$ cat src/rtl/cgra_power_ctrl_pkg.sv
// ----------------------------------------------------------------------------
// cgra_power_ctrl_pkg
//   Shared types and helpers for the CGRA power-sequencing controller.
//   - pwr_state_e      : sequencing FSM states (3-bit encoding)
//   - pwr_out_t        : bundle of the registered sequencing outputs
//   - DEF_*            : default parameter values for the controller
//   - outst_cnt_width  : width of a per-master outstanding-transaction counter
//   - timer_width      : width of the shared phase timer
// ----------------------------------------------------------------------------
package cgra_power_ctrl_pkg;

    typedef enum logic [2:0] {
        PWR_RESET = 3'd0,
        PWR_ON    = 3'd1,
        PWR_DRAIN = 3'd2,
        PWR_GATE  = 3'd3,
        PWR_OFF   = 3'd4,
        PWR_WAKE  = 3'd5
    } pwr_state_e;

    typedef struct packed {
        logic ack;     // switch acknowledge to the power manager
        logic hold;    // mask new CGRA OBI requests
        logic enable;  // CGRA clock-gate enable
        logic rst_n;   // CGRA logic reset, active low
    } pwr_out_t;

    // Output values held while the controller is in (or being forced into) RESET.
    localparam pwr_out_t OUT_RESET = '{ack: 1'b0, hold: 1'b1, enable: 1'b1, rst_n: 1'b0};

    localparam int unsigned DEF_N_MASTER      = 2;
    localparam int unsigned DEF_MAX_OUTST     = 4;
    localparam int unsigned DEF_DRAIN_TIMEOUT = 1024;
    localparam int unsigned DEF_ACK_DELAY     = 4;
    localparam int unsigned DEF_PWRUP_DELAY   = 8;
    localparam int unsigned DEF_RST_CYCLES    = 16;

    // Counter must represent 0..max_outst inclusive.
    function automatic int unsigned outst_cnt_width(input int unsigned max_outst);
        return $clog2(max_outst + 1);
    endfunction

    // The phase timer counts 0..(longest delay - 1), so it needs clog2(longest) bits.
    function automatic int unsigned timer_width(input int unsigned a,
                                                input int unsigned b,
                                                input int unsigned c,
                                                input int unsigned d);
        int unsigned m;
        m = a;
        if (b > m) m = b;
        if (c > m) m = c;
        if (d > m) m = d;
        if (m < 2) return 1;
        return $clog2(m);
    endfunction

endpackage

$ cat src/rtl/cgra_obi_outst_cnt.sv
// ----------------------------------------------------------------------------
// cgra_obi_outst_cnt
//   Outstanding-transaction counter for one OBI master port.
//   Counts up on an accepted request, down on a response; a simultaneous
//   request and response cancel out. Saturates at MAX_OUTST. A response
//   seen with nothing outstanding leaves the count at 0 and pulses
//   underflow_o for that cycle.
//
//   clk_i        in   clock
//   rst_ni       in   asynchronous active-low reset
//   clr_i        in   synchronous clear (has priority, suppresses underflow)
//   inc_i        in   req & gnt observed this cycle
//   dec_i        in   rvalid observed this cycle
//   cnt_o        out  current count (registered)
//   underflow_o  out  combinational underflow pulse for this cycle
// ----------------------------------------------------------------------------
module cgra_obi_outst_cnt #(
    parameter int unsigned MAX_OUTST = 4,
    parameter int unsigned CW        = 3
) (
    input  logic          clk_i,
    input  logic          rst_ni,
    input  logic          clr_i,
    input  logic          inc_i,
    input  logic          dec_i,
    output logic [CW-1:0] cnt_o,
    output logic          underflow_o
);

    localparam logic [CW-1:0] MAX_VAL = CW'(MAX_OUTST);

    logic [CW-1:0] cnt_reg;
    logic [CW-1:0] cnt_next;

    always_comb begin
        cnt_next    = cnt_reg;
        underflow_o = 1'b0;
        if (clr_i) begin
            cnt_next = '0;
        end else if (inc_i && !dec_i) begin
            if (cnt_reg != MAX_VAL) begin
                cnt_next = cnt_reg + CW'(1);
            end
        end else if (dec_i && !inc_i) begin
            if (cnt_reg == '0) begin
                underflow_o = 1'b1;
            end else begin
                cnt_next = cnt_reg - CW'(1);
            end
        end
    end

    always_ff @(posedge clk_i or negedge rst_ni) begin
        if (!rst_ni) begin
            cnt_reg <= '0;
        end else begin
            cnt_reg <= cnt_next;
        end
    end

    assign cnt_o = cnt_reg;

endmodule

$ cat src/rtl/cgra_power_ctrl.sv
// ----------------------------------------------------------------------------
// cgra_power_ctrl
//   Power-sequencing controller between the external-subsystem power manager
//   and the CGRA wrapper. Power-down: quiesce OBI masters, drain outstanding
//   transactions, gate the clock, then acknowledge the switch. Power-up:
//   drop the acknowledge, wait for the supply, re-enable the clock, and hold
//   the CGRA logic reset for a fixed number of cycles.
//
//   clk_i          in   system clock
//   rst_ni         in   asynchronous active-low reset
//   switch_off_i   in   power-off request (level)
//   switch_ack_o   out  high while the domain is safely off
//   iso_i          in   isolation; forces hold_req_o while ON
//   subsys_rst_ni  in   subsystem reset; forces RESET and clears counters
//   mst_req_i      in   OBI req per master
//   mst_gnt_i      in   OBI gnt per master
//   mst_rvalid_i   in   OBI rvalid per master
//   cgra_busy_i    in   CGRA executing a kernel
//   hold_req_o     out  masks new CGRA OBI requests
//   cgra_enable_o  out  CGRA clock-gate enable
//   cgra_rst_no    out  CGRA logic reset, active low
//   drain_err_o    out  sticky drain timeout / rvalid underflow
//
//   All delay parameters must be at least 1.
// ----------------------------------------------------------------------------
module cgra_power_ctrl
    import cgra_power_ctrl_pkg::*;
#(
    parameter int unsigned N_MASTER      = DEF_N_MASTER,
    parameter int unsigned MAX_OUTST     = DEF_MAX_OUTST,
    parameter int unsigned DRAIN_TIMEOUT = DEF_DRAIN_TIMEOUT,
    parameter int unsigned ACK_DELAY     = DEF_ACK_DELAY,
    parameter int unsigned PWRUP_DELAY   = DEF_PWRUP_DELAY,
    parameter int unsigned RST_CYCLES    = DEF_RST_CYCLES
) (
    input  logic                clk_i,
    input  logic                rst_ni,
    input  logic                switch_off_i,
    output logic                switch_ack_o,
    input  logic                iso_i,
    input  logic                subsys_rst_ni,
    input  logic [N_MASTER-1:0] mst_req_i,
    input  logic [N_MASTER-1:0] mst_gnt_i,
    input  logic [N_MASTER-1:0] mst_rvalid_i,
    input  logic                cgra_busy_i,
    output logic                hold_req_o,
    output logic                cgra_enable_o,
    output logic                cgra_rst_no,
    output logic                drain_err_o
);

    localparam int unsigned CW = outst_cnt_width(MAX_OUTST);
    localparam int unsigned TW = timer_width(DRAIN_TIMEOUT, ACK_DELAY, PWRUP_DELAY, RST_CYCLES);

    // Terminal timer values: the phase ends on the edge where the timer
    // already holds LAST, i.e. after exactly N cycles spent in the phase.
    localparam logic [TW-1:0] RST_LAST   = TW'(RST_CYCLES - 1);
    localparam logic [TW-1:0] DRAIN_LAST = TW'(DRAIN_TIMEOUT - 1);
    localparam logic [TW-1:0] ACK_LAST   = TW'(ACK_DELAY - 1);
    localparam logic [TW-1:0] PWRUP_LAST = TW'(PWRUP_DELAY - 1);

    // ------------------------------------------------------------------
    // Per-master outstanding-transaction counters
    // ------------------------------------------------------------------
    logic [N_MASTER-1:0][CW-1:0] outst_cnt;
    logic [N_MASTER-1:0]         outst_nz;
    logic [N_MASTER-1:0]         underflow;

    generate
        for (genvar gi = 0; gi < N_MASTER; gi++) begin : g_outst
            cgra_obi_outst_cnt #(
                .MAX_OUTST (MAX_OUTST),
                .CW        (CW)
            ) u_cnt (
                .clk_i       (clk_i),
                .rst_ni      (rst_ni),
                .clr_i       (!subsys_rst_ni),
                .inc_i       (mst_req_i[gi] & mst_gnt_i[gi]),
                .dec_i       (mst_rvalid_i[gi]),
                .cnt_o       (outst_cnt[gi]),
                .underflow_o (underflow[gi])
            );
            assign outst_nz[gi] = |outst_cnt[gi];
        end
    endgenerate

    // Idle uses the registered counts: a final rvalid is reflected one
    // cycle later, so gating never races a response still on the bus.
    logic drain_idle;
    assign drain_idle = !(|outst_nz) && !cgra_busy_i;

    // ------------------------------------------------------------------
    // FSM
    // ------------------------------------------------------------------
    pwr_state_e    state_reg, state_next;
    logic [TW-1:0] tmr_reg, tmr_next;
    logic          timeout_set;
    pwr_out_t      out_reg, out_next;
    logic          drain_err_reg;

    // State register, phase timer, registered outputs and sticky error.
    always_ff @(posedge clk_i or negedge rst_ni) begin
        if (!rst_ni) begin
            state_reg     <= PWR_RESET;
            tmr_reg       <= '0;
            out_reg       <= OUT_RESET;
            drain_err_reg <= 1'b0;
        end else begin
            state_reg     <= state_next;
            tmr_reg       <= tmr_next;
            out_reg       <= out_next;
            drain_err_reg <= drain_err_reg | timeout_set | (|underflow);
        end
    end

    // Next-state logic. The timer restarts from 0 on every transition.
    always_comb begin
        state_next  = state_reg;
        tmr_next    = tmr_reg;
        timeout_set = 1'b0;
        if (!subsys_rst_ni) begin
            state_next = PWR_RESET;
            tmr_next   = '0;
        end else begin
            unique case (state_reg)
                PWR_RESET: begin
                    if (tmr_reg == RST_LAST) begin
                        state_next = PWR_ON;
                        tmr_next   = '0;
                    end else begin
                        tmr_next = tmr_reg + TW'(1);
                    end
                end
                PWR_ON: begin
                    if (switch_off_i) begin
                        state_next = PWR_DRAIN;
                        tmr_next   = '0;
                    end
                end
                PWR_DRAIN: begin
                    if (!switch_off_i) begin
                        state_next = PWR_ON;
                        tmr_next   = '0;
                    end else if (drain_idle) begin
                        state_next = PWR_GATE;
                        tmr_next   = '0;
                    end else if (tmr_reg == DRAIN_LAST) begin
                        state_next  = PWR_GATE;
                        tmr_next    = '0;
                        timeout_set = 1'b1;
                    end else begin
                        tmr_next = tmr_reg + TW'(1);
                    end
                end
                PWR_GATE: begin
                    // switch_off_i is deliberately ignored: always finish to OFF.
                    if (tmr_reg == ACK_LAST) begin
                        state_next = PWR_OFF;
                        tmr_next   = '0;
                    end else begin
                        tmr_next = tmr_reg + TW'(1);
                    end
                end
                PWR_OFF: begin
                    if (!switch_off_i) begin
                        state_next = PWR_WAKE;
                        tmr_next   = '0;
                    end
                end
                PWR_WAKE: begin
                    if (tmr_reg == PWRUP_LAST) begin
                        state_next = PWR_RESET;
                        tmr_next   = '0;
                    end else begin
                        tmr_next = tmr_reg + TW'(1);
                    end
                end
                default: begin
                    state_next = PWR_RESET;
                    tmr_next   = '0;
                end
            endcase
        end
    end

    // Output decode from the next state; registering it makes each output
    // change on the same edge the state does.
    always_comb begin
        out_next = '{ack: 1'b0, hold: 1'b1, enable: 1'b0, rst_n: 1'b0};
        unique case (state_next)
            PWR_RESET: out_next = OUT_RESET;
            PWR_ON: begin
                out_next.hold   = iso_i;
                out_next.enable = 1'b1;
                out_next.rst_n  = 1'b1;
            end
            PWR_DRAIN: begin
                out_next.enable = 1'b1;
                out_next.rst_n  = 1'b1;
            end
            PWR_GATE: out_next.ack = 1'b0;
            PWR_OFF:  out_next.ack = 1'b1;
            PWR_WAKE: out_next.ack = 1'b0;
            default:  out_next = OUT_RESET;
        endcase
    end

    assign switch_ack_o  = out_reg.ack;
    assign hold_req_o    = out_reg.hold;
    assign cgra_enable_o = out_reg.enable;
    assign cgra_rst_no   = out_reg.rst_n;
    assign drain_err_o   = drain_err_reg;

endmodule

$ cat config.mk
export PLATFORM = sky130hd
export DESIGN_NAME = cgra_power_ctrl
export DESIGN_NICKNAME = d
export VERILOG_FILES = /design/src/rtl/cgra_power_ctrl_pkg.sv /design/src/rtl/cgra_obi_outst_cnt.sv /design/src/rtl/cgra_power_ctrl.sv
export SDC_FILE = /design/constraint.sdc
export NUM_CORES = 1
export LEC_CHECK = 0
export ABC_AREA = 1
export BUFFER_PORTS_ARGS = -buffer_cell sky130_fd_sc_hd__clkbuf_2
export CORE_MARGIN = 2
export CORE_UTILIZATION = 45
export DETAILED_ROUTE_END_ITERATION = 10
export SLEW_MARGIN = 15
export SYNTH_ARGS = -nofsm -noshare
export SYNTH_HDL_FRONTEND = slang
export SYNTH_SLANG_ARGS = --single-unit
$ cat constraint.sdc
create_clock -name clk_i -period 1.81 [get_ports clk_i]
set_input_delay 0.2715 -clock clk_i [delete_from_list [all_inputs] [get_ports clk_i]]
set_output_delay 0.2715 -clock clk_i [all_outputs]
set_load 0.01 [all_outputs]
==> results of run 1 <==
## final cells by class
class,instances,share of cell area
clock buffers,4,0.01472
multi-input cells,163,0.4765
flip-flops and latches,24,0.3378
repair buffers,21,0.06727
inverters,34,0.07148
well taps,46,0.03224
## cells in the mapped netlist (all sizes together) (2+ instances only)
cell,count,area share
nand2,63,0.16
inv,34,0.080
nor2,27,0.073
nand3,26,0.091
dfrtp,22,0.35
o21ai,13,0.046
a21oi,7,0.022
o22ai,4,0.016
xor2,4,0.022
nand4,3,0.012
and2,2,0.0079
dfstp,2,0.033
fa,2,0.025
nand3b,2,0.0094
nor3,2,0.0094
xnor2,2,0.011
## power groups by stage
stage / Combinational, uW / Clock [uW] / Sequential (uW)
after floorplan: 274 / 0 / 632
after global placement: 343 / 0 / 639
after detailed placement: 341 / 0 / 640
after CTS: 345 / 251 / 630
after global routing: 417 / 271 / 635
final: 354 / 238 / 629
## how the worst max path moves through the flow
stage | endpoint | depth (start not counted) | from | slack, ns
2_1_floorplan | cgra_rst_no$_DFF_PN0_ | 10 | tmr_reg[0]$_DFFE_PN0P_ | 0.33
4_1_cts | cgra_rst_no$_DFF_PN0_ | 10 | tmr_reg[0]$_DFFE_PN0P_ | 0.1
6_report | switch_ack_o$_DFF_PN0_ | 11 | tmr_reg[0]$_DFFE_PN0P_ | 0.21
3_3_place_gp | cgra_rst_no$_DFF_PN0_ | 10 | tmr_reg[0]$_DFFE_PN0P_ | 0.19
5_1_grt | switch_ack_o$_DFF_PN0_ | 11 | tmr_reg[0]$_DFFE_PN0P_ | 0.005
3_5_place_dp | cgra_rst_no$_DFF_PN0_ | 10 | tmr_reg[0]$_DFFE_PN0P_ | 0.11
## repair_timing
| item | 4_1_cts | 5_1_grt |
|---|---|---|
| hold endpoints to repair | 22 | 0 |
| gates resized for setup | 0 | 2 |
| hold buffers | 1 | 0 |
| buffers inserted | 0 | 3 |
| setup endpoints to repair | 0 | 13 |
## layer usage
metal	vias to the layer above	track usage	part of all wire	wire (um)
met5	-	0	0	0
met4	0	0.01902	0.0041	13
met3	2	0.03214	0.035	111
met2	21	0.2921	0.45	1433
met1	629	0.2647	0.51	1642
li1	760	-	-	-
## worst reg2reg max path, delay by kind of cell (launching register included)
family / cells / cell delay, ns
adder cells (fa/ha/maj): 1 / 0.23
buffers and inverters: 1 / 0.08
flip-flops: 1 / 0.40
AND/OR/NAND/NOR: 9 / 0.83
## stage by stage
stage                     total power, uW  setup WS, ns  instance area (sq um)  utilization  cells
after floorplan                     905.6        0.3309                   1592            -    223
after global placement              982.0        0.1942                   1722       0.5119    284
after detailed placement            981.5        0.1144                   1722       0.5119    284
after CTS                            1225       0.09751                   1758       0.5227    289
after global routing                 1324      0.005167                   1785       0.5309    292
final                                1221        0.2104                   1785       0.5309    292
## cell families (layout without fill, tap and decap cells)
group           after synthesis  in the layout
buf+inv                      36             59
compound gates               28             28
flops                        24             24
simple gates                126            126
fa+ha+maj                     3              3
xor+xnor                      6              6
## placed cells by master, fill, tap and decap left out
cell / count
nand2_1: 60
inv_1: 28
nand3_1: 23
nor2_1: 22
dfrtp_1: 22
clkbuf_2: 16
o21ai_0: 11
a21oi_1: 7
inv_2: 6
nor2_2: 4
xor2_1: 4
o22ai_1: 4
buf_4: 4
nand3_2: 3
nand4_1: 3
clkbuf_4: 3
nand3b_1: 2
nand2_2: 2
and2_1: 2
o21ai_2: 2
xnor2_1: 2
fa_1: 2
dfstp_2: 2
nor3_2: 1
nor2_4: 1
nor3_1: 1
o21bai_1: 1
and3_1: 1
a221oi_1: 1
nand2_4: 1
o31ai_1: 1
a31oi_1: 1
ha_2: 1
clkbuf_1: 1
dlygate4sd3_1: 1
==> out/results.tsv, run 1 <==
metric	value	unit
reg2reg_from	tmr_reg[0]$_DFFE_PN0P_	
wl_per_cell	10.96	um
postSynthCellCount	223	
finalWeightedCongestion	0.8134	
yosys_most_used_dff	dfrtp_1	
ff_latch_area	603.1	sq um
outcome	finished, final reports clean	
floorplan.initialDensity	0.4732	
power.combinational.fraction	0.290	
r2r_slack	0.21	ns
synth-compound-area-share	0.1022	
via_count	1412	
final.setup_skew	0.01095	ns
grt.overflow.total	0	
detail_route.first_pass.iterations	4	
drt_wl_total	3201	um
synth_xor_xnor_area_share	0.03302	
hold_path_end	hold_req_o$_DFF_PN1_	
ys.warnings.count	0	
design.core.area	3363	sq um
synth.ff_latch_count	24	
grt_setup_unrepaired	false	
worstHoldPathType	input port to flop	
floorplan.io_pins	17	
globalRouteTotalUtil	0.1814	
hold_vio_cnt_final	0	
transition_at_the_pin_with_the_smallest_max_transition_slack	0.5735	ns
die_height	63.47	um
seq_power_share	0.515	
slew_violations	0	
synth_fp_nets	238	
place.detailed.hpwl	2512	um
fin_nets	262	
worst_hold_path.num_cells	3	
reg2reg_depth	11	
period_needed	1.600	ns
delay_of_the_slowest_cell_on_the_worst_path	0.40	ns
cts_max_level	1	
count_of_fill_cells_added_during_filler_insertion	363	
cts_tree	yes	
grt_pass1_vias	1327	
antenna_found_initial	0	
power.share.clock	0.195	
route.detailed.drc	0	
layout-drive-gt1-share	0.1870	
die_area	4028	sq um
share_of_synthesized_cell_area_in_full_adder_half_adder_and_majority_cells	0.03302	
power_density	684.0	nW/um^2
cap_violations	0	
cts-buffers-inserted	3	
peakVddDrop	0.4795	mV
multi_input_comb_area	850.8	sq um
root_buffer_master	clkbuf_4	
largest_register_ffs	10	
syn_to_final_growth	12.19	%
synth-edff-count	0	
critical-path-slowest-cell	dfrtp_1	
slew_headroom	0.6177	
final_min_period_over_clock_period	0.8838	
clock_latency	0.31	ns
post_synth.cell_area_avg	7.137	sq um
setup_viol	0	
synth.yosys.seq_area_share	0.3789	
timing.critical_path.max_delay_family	simple AND/OR/NAND/NOR gates	
p_int	827.2	uW
maxClockFrequency	0.6251	GHz
clk_pin_slew	0.11	ns
syn-cell-area	1592	sq um
number_of_i_o_port_buffers	16	
synth_top_family_by_area	simple AND/OR/NAND/NOR gates	
start_kind	flop	
number_of_violations_reported_at_the_end_of_detailed_routing_iteration_0	68	
switching_power_total	394.0	uW
hold_slack	0.1746	ns
worstPathArrival	1.84	ns
maximum_clock_insertion_buffer_count	2	
floorplan.die.width	63.47	um
timing.critical_path.buf_inv	1	
drt-vias-per-instance	4.836	
netSwitchingFraction	0.3226	
yosysUniqueCellTypes	32	
leakage	0.0009376	uW
rows	21	
clock-sinks	24	
largest_net_degree_at_the_start_of_global_routing	25	
synth-async-reset-ratio	1.000	
worst_setup_path_end_kind	flop	
critical_path.cell_chain	ha_2 > nand2_1 > inv_1 > nand2_1 > nor2_1 > nor2_1 > nor2_4 > nand3_2 > nand2_2 > nand2_1 > nor2_1	
antenna_left	0	
worst-endpoint-required	2.06	ns
r2r_endpoint	switch_ack_o$_DFF_PN0_	
synth-simple-area-share	0.3632	
synth_mux_area_frac	0	
setup_tns	0	ns
grt_first_pass_wirelength	5934	um
hold_path_startpoint	iso_i	
timing_worst_setup_path_type	flop to flop	
crit_path_max_fanout	5	
num_antenna_cells	0	
(Power assumes the default switching activity.)
==> run 2, diff against run 1 <==
--- a/config.mk
+++ b/config.mk
@@ -10,6 +10,7 @@
 export CORE_MARGIN = 2
 export CORE_UTILIZATION = 45
 export DETAILED_ROUTE_END_ITERATION = 10
+export RECOVER_POWER = 100
 export SLEW_MARGIN = 15
 export SYNTH_ARGS = -nofsm -noshare
 export SYNTH_HDL_FRONTEND = slang
==> constraint.sdc (replaced) <==
create_clock -name clk_i -period 1.8 [get_ports clk_i]
set_input_delay 0.27 -clock clk_i [delete_from_list [all_inputs] [get_ports clk_i]]
set_output_delay 0.27 -clock clk_i [all_outputs]
set_load 0.01 [all_outputs]
==> run 2 against run 1 <==
Clock skew increased by 0.0016 ns. Utilization is essentially flat. Highest routed layer unchanged. Critical path type unchanged. Combinational power barely moved. Sequential power grew 0.8%. Largest power group unchanged.
==> out/results.tsv, run 2 (synthesis results as in run 1) <==
metric	value	unit	change
outcome	finished, final reports clean		
most_common_cell_after_layout_fill_and_taps_aside	nand2_1		
start_kind	flop		
via_count	1419		+0.50%
place.detailed.hpwl	2512	um	unchanged
setup_tns	0	ns	unchanged
period_needed	1.561	ns	-0.03820 ns
die_height	63.47	um	unchanged
cts-buffers-inserted	3		unchanged
rows	21		unchanged
worstHoldPathType	input port to flop		
design.core.area	3363	sq um	unchanged
delay_of_the_slowest_cell_on_the_worst_path	0.43	ns	+0.03 ns
finalNonFillerCells	292		unchanged
peakVddDrop	0.4821	mV	+0.54%
antenna_found_initial	0		unchanged
finalWeightedCongestion	0.8134		unchanged
floorplan.die.width	63.47	um	unchanged
drt-vias-per-instance	4.860		+0.50%
maxClockFrequency	0.6404	GHz	+2.4%
worst_setup_path_end_kind	flop		
worst_hold_path.num_cells	3		unchanged
drt_wl_total	3197	um	-0.12%
power.total	1230	uW	+0.74%
count_of_fill_cells_added_during_filler_insertion	361		-0.55%
cts_max_level	1		unchanged
setup_viol	0		unchanged
slew_violations	0		unchanged
maximum_clock_insertion_buffer_count	2		unchanged
wl_per_cell	10.95	um	-0.12%
design_area	1784	sq um	about the same
slew_headroom	0.1790		-0.4387
route.detailed.drc	0		unchanged
reg2reg_depth	11		unchanged
grt_setup_unrepaired	false		
cts_tree	yes		
syn_to_final_growth	12.11	%	about the same
placed_standard_cell_area	1722	sq um	unchanged
layout-drive-gt1-share	0.1585		-0.02846
cap_violations	0		unchanged
number_of_violations_reported_at_the_end_of_detailed_routing_iteration_0	62		-8.8%
endpoint	switch_ack_o$_DFF_PN0_		
final_min_period_over_clock_period	0.8675		-0.01631
critical-path-slowest-cell	dfrtp_1		
multi_input_comb_area	857.1	sq um	+0.74%
clk_pin_slew	0.11	ns	about the same
antenna_left	0		unchanged
detail_route.first_pass.iterations	4		unchanged
transition_at_the_pin_with_the_smallest_max_transition_slack	1.231	ns	+0.6580 ns
die_area	4028	sq um	unchanged
reg2reg_from	tmr_reg[0]$_DFFE_PN0P_		
timing_worst_setup_path_type	flop to flop		
ff_latch_area	603.1	sq um	unchanged
grt.overflow.total	0		unchanged
number_of_i_o_port_buffers	16		unchanged
hold_slack	0.1699	ns	-0.004759 ns
critical_path.cell_chain	ha_4 > nand2_1 > inv_1 > nand2_1 > nor2_1 > nor2_1 > nor2_4 > nand3_2 > nand2_2 > nand2_1 > nor2_1		
power_density	689.6	nW/um^2	+0.81%
globalRouteTotalUtil	0.1814		unchanged
grt_pass1_vias	1327		unchanged
clock_latency	0.31	ns	about the same
cp-startpoint	tmr_reg[0]$_DFFE_PN0P_		
r2r_endpoint	switch_ack_o$_DFF_PN0_		
num_antenna_cells	0		unchanged
floorplan.io_pins	17		unchanged
hold_vio_cnt_final	0		unchanged
leakage	0.0009196	uW	-1.9%
worst-endpoint-required	2.04	ns	-0.02 ns
clock-sinks	24		unchanged
dp.cells	284		unchanged
worstPathArrival	1.81	ns	-0.03 ns
floorplan.initialDensity	0.4732		unchanged
fin_nets	262		unchanged
grt_first_pass_wirelength	5934	um	unchanged
largest_register_ffs	10		unchanged
largest_net_degree_at_the_start_of_global_routing	25		unchanged
crit_path_max_fanout	5		unchanged
root_buffer_master	clkbuf_4		
r2r_slack	0.24	ns	+0.03 ns
mostFrequentLayoutCells	60 x nand2_1, 28 x inv_1, 23 x nand3_1, 22 x nor2_1, 22 x dfrtp_1		
final.setup_skew	0.01255	ns	+0.001604 ns
## run 2: cell count changes in the layout (fill, tap and decap cells not counted)
cell,delta
clkbuf_1,+6
clkbuf_2,-6
ha_2,-1
ha_4,+1
o21ai_0,+1
o21ai_2,-1
## run 2: per-stage QoR
step / worst slack [ns] / utilization
final: 0.2386 / 0.5305
after global placement: 0.1842 / 0.5119
after global routing: 0.02106 / 0.5305
after CTS: 0.08751 / 0.5227
after detailed placement: 0.1044 / 0.5119
after floorplan: 0.3209 / -
## run 2: worst min-delay path by stage
stage                                                  to   start  slack [ns]
global route                         hold_req_o$_DFF_PN1_   iso_i        0.17
CTS                                  hold_req_o$_DFF_PN1_   iso_i        0.16
floorplan                           cgra_rst_no$_DFF_PN0_  rst_ni       -0.03
detailed placement  g_outst[0].u_cnt.cnt_o[1]$_DFFE_PN0P_  rst_ni        0.30
global placement    g_outst[0].u_cnt.cnt_o[1]$_DFFE_PN0P_  rst_ni        0.30
finish                               hold_req_o$_DFF_PN1_   iso_i        0.17
## run 2: layer usage
| metal | vias to the layer above | global-route usage | routed length, um |
|---|---|---|---|
| met5 | - | 0 | 0 |
| met4 | 0 | 0.01902 | 13 |
| met3 | 2 | 0.03214 | 119 |
| met2 | 25 | 0.2921 | 1451 |
| met1 | 631 | 0.2647 | 1613 |
| li1 | 761 | - | - |
## run 2: area by class of cell
class / count / share of cell area
clock buffers: 4 / 0.01473
inverters: 34 / 0.07153
multi-input cells: 163 / 0.4804
flip-flops and latches: 24 / 0.3380
well taps: 46 / 0.03226
repair buffers: 21 / 0.06311
## run 2: what timing repair did
action                                  in CTS  in global routing
buffers inserted                             0                  3
resized for setup                            0                  3
hold buffers                                 1                  0
endpoints found under the hold margin       22                  0
endpoints found under the setup margin       0                 13
## run 2: critical path: cells and delay by family (launching register included)
kind / cells / cell delay (ns)
buffers and inverters: 1 / 0.08
adder cells (fa/ha/maj): 1 / 0.18
flip-flops: 1 / 0.43
AND/OR/NAND/NOR: 9 / 0.81
## run 2: power by group
| group | internal [uW] | leakage, uW | switching, uW |
|---|---|---|---|
| logic | 150 | 0.000591 | 206 |
| clock network | 86.6 | 0.0000150 | 153 |
| registers | 596 | 0.000314 | 38.5 |
| total | 833 | 0.000920 | 398 |
==> run 3, diff against run 2 <==
--- a/config.mk
+++ b/config.mk
@@ -6,10 +6,10 @@
 export NUM_CORES = 1
 export LEC_CHECK = 0
 export ABC_AREA = 1
-export BUFFER_PORTS_ARGS = -buffer_cell sky130_fd_sc_hd__clkbuf_2
 export CORE_MARGIN = 2
 export CORE_UTILIZATION = 45
 export DETAILED_ROUTE_END_ITERATION = 10
+export DONT_BUFFER_PORTS = 1
 export RECOVER_POWER = 100
 export SLEW_MARGIN = 15
 export SYNTH_ARGS = -nofsm -noshare
==> run 3 against run 2 <==
Global-route usage increased by 0.49 points. Clock power about the same. Sequential power about the same. Clock-buffer cell count unchanged. Final area decreased by 5.9%. Critical endpoint is now tmr_reg[0]$_DFFE_PN0P_. Via count about the same. Sequential cell count unchanged. Highest routed layer unchanged. Fmax decreased by 5.5%.
==> out/results.tsv, run 3 (synthesis results as in run 1) <==
metric	value	unit	change
cts-buffers-inserted	3		unchanged
maximum_clock_insertion_buffer_count	2		unchanged
number_of_i_o_port_buffers	0		-16
setup_tns	0	ns	unchanged
floorplan.initialDensity	0.4732		unchanged
crit_path_max_fanout	6		+1
start_kind	flop		
post-place-ws	0.1368	ns	+0.03237 ns
wl_per_cell	12.32	um	+13%
worstPathArrival	1.85	ns	+0.04 ns
grt_setup_unrepaired	false		
peakVddDrop	0.4938	mV	+2.4%
largest_register_ffs	10		unchanged
clock-sinks	24		unchanged
multi_input_comb_area	842.1	sq um	-1.8%
root_buffer_master	clkbuf_4		
hold_slack	0.06962	ns	-0.1002 ns
drt-vias-per-instance	5.182		+6.6%
cts_max_level	1		unchanged
timing_worst_setup_path_type	flop to flop		
worstHoldPathType	input port to flop		
globalRouteTotalUtil	0.1863		+0.004874
layout-drive-gt1-share	0.1096		-0.04889
antenna_left	0		unchanged
period_needed	1.653	ns	+0.09127 ns
ff_latch_area	603.1	sq um	unchanged
final.setup_skew	0.01493	ns	+0.002374 ns
drt_wl_total	3375	um	+5.6%
grt_first_pass_wirelength	6113	um	+3.0%
finalWeightedCongestion	0.9277		+14%
outcome	finished, final reports clean		
floorplan.die.width	63.47	um	unchanged
reg2reg_from	tmr_reg[6]$_DFFE_PN0P_		
fin_nets	244		-6.9%
setup_viol	0		unchanged
detail_route.first_pass.iterations	5		+1
count_of_fill_cells_added_during_filler_insertion	367		+1.7%
via_count	1420		+0.070%
place.detailed.hpwl	2667	um	+6.2%
hold_path_startpoint	subsys_rst_ni		
num_antenna_cells	0		unchanged
leakage	0.0008553	uW	-7.0%
largest_net_degree_at_the_start_of_global_routing	25		unchanged
syn_to_final_growth	5.503	%	
rows	21		unchanged
die_area	4028	sq um	unchanged
slew_violations	0		unchanged
floorplan.io_pins	17		unchanged
most_common_cell_after_layout_fill_and_taps_aside	nand2_1		
buffers_inserted_during_post_cts_setup_optimization	0		unchanged
dp.cells	268		-5.6%
clk_pin_slew	0.13	ns	+0.02 ns
power.total	1209	uW	-1.8%
transition_at_the_pin_with_the_smallest_max_transition_slack	0.5771	ns	-0.6544 ns
clock_latency	0.31	ns	about the same
die_height	63.47	um	unchanged
setup_ws	0.1473	ns	-0.09127 ns
worst_hold_path.num_cells	2		-1
reg2reg_depth	8		-3
worst_setup_path_end_kind	flop		
mostFrequentLayoutCells	60 x nand2_1, 28 x inv_1, 23 x nand3_1, 22 x nor2_1, 22 x dfrtp_1		
final_min_period_over_clock_period	0.9182		+0.05071
route.detailed.drc	0		unchanged
antenna_found_initial	0		unchanged
grt_pass1_vias	1452		+9.4%
r2r_slack	0.15	ns	-0.09 ns
cts_tree	yes		
grt.overflow.total	0		unchanged
slew_headroom	0.6153		+0.4363
worst-endpoint-required	1.99	ns	-0.05 ns
hold_vio_cnt_final	0		unchanged
hold_path_end	tmr_reg[6]$_DFFE_PN0P_		
finalNonFillerCells	274		-6.2%
maxClockFrequency	0.6051	GHz	-5.5%
cap_violations	0		unchanged
r2r_endpoint	tmr_reg[0]$_DFFE_PN0P_		
design.core.area	3363	sq um	unchanged
power_density	719.8	nW/um^2	+4.4%
number_of_violations_reported_at_the_end_of_detailed_routing_iteration_0	58		-6.5%
## run 3: worst max path at each step
stage | start | cells after the start | endpoint
floorplan | tmr_reg[0]$_DFFE_PN0P_ | 10 | cgra_rst_no$_DFF_PN0_
global placement | tmr_reg[0]$_DFFE_PN0P_ | 10 | switch_ack_o$_DFF_PN0_
detailed placement | tmr_reg[0]$_DFFE_PN0P_ | 10 | cgra_rst_no$_DFF_PN0_
CTS | tmr_reg[0]$_DFFE_PN0P_ | 10 | cgra_rst_no$_DFF_PN0_
global route | tmr_reg[0]$_DFFE_PN0P_ | 11 | switch_ack_o$_DFF_PN0_
finish | tmr_reg[6]$_DFFE_PN0P_ | 8 | tmr_reg[0]$_DFFE_PN0P_
## run 3: what timing repair did
item                                    CTS  global route
endpoints found under the setup margin    0            11
endpoints found under the hold margin    24            22
hold buffers                              1             1
resized for setup                         0             2
## run 3: layout make-up
class	instances	area share
inverters	34	0.07601
well taps	46	0.03428
clock buffers	4	0.01565
multi-input cells	163	0.5015
flip-flops and latches	24	0.3592
repair buffers	3	0.01341
## run 3: per-stage QoR
step	util	instance area [sq um]
6_report	0.4993	1679
5_1_grt	0.4993	1679
4_1_cts	0.4989	1678
3_5_place_dp	0.4881	1642
3_3_place_gp	0.4881	1642
2_1_floorplan	-	1592
## run 3: report_power, final
| group | internal, uW | leakage [uW] | switching (uW) | total, uW |
|---|---|---|---|---|
| combinational | 135 | 0.000529 | 202 | 337 |
| sequential | 596 | 0.000311 | 39.5 | 635 |
| clock | 86.6 | 0.0000150 | 150 | 236 |
## run 3: critical path, stage by stage (launching register included)
cell and delay [ns]:
dfrtp_1 0.48, nor2_1 0.22, nand2_1 0.09, nor2_1 0.19, nand2_1 0.10, nand2_1 0.11
nand3_2 0.10, nand2_2 0.14, o21ai_1 0.09
## run 3: metal layers
layer / wire (um) / vias up / track usage / share of wire
met5: 0 / - / 0 / 0
met4: 31 / 0 / 0.06250 / 0.0092
met3: 194 / 6 / 0.03929 / 0.057
met2: 1671 / 33 / 0.3224 / 0.50
met1: 1477 / 657 / 0.2299 / 0.44
li1: - / 724 / - / -
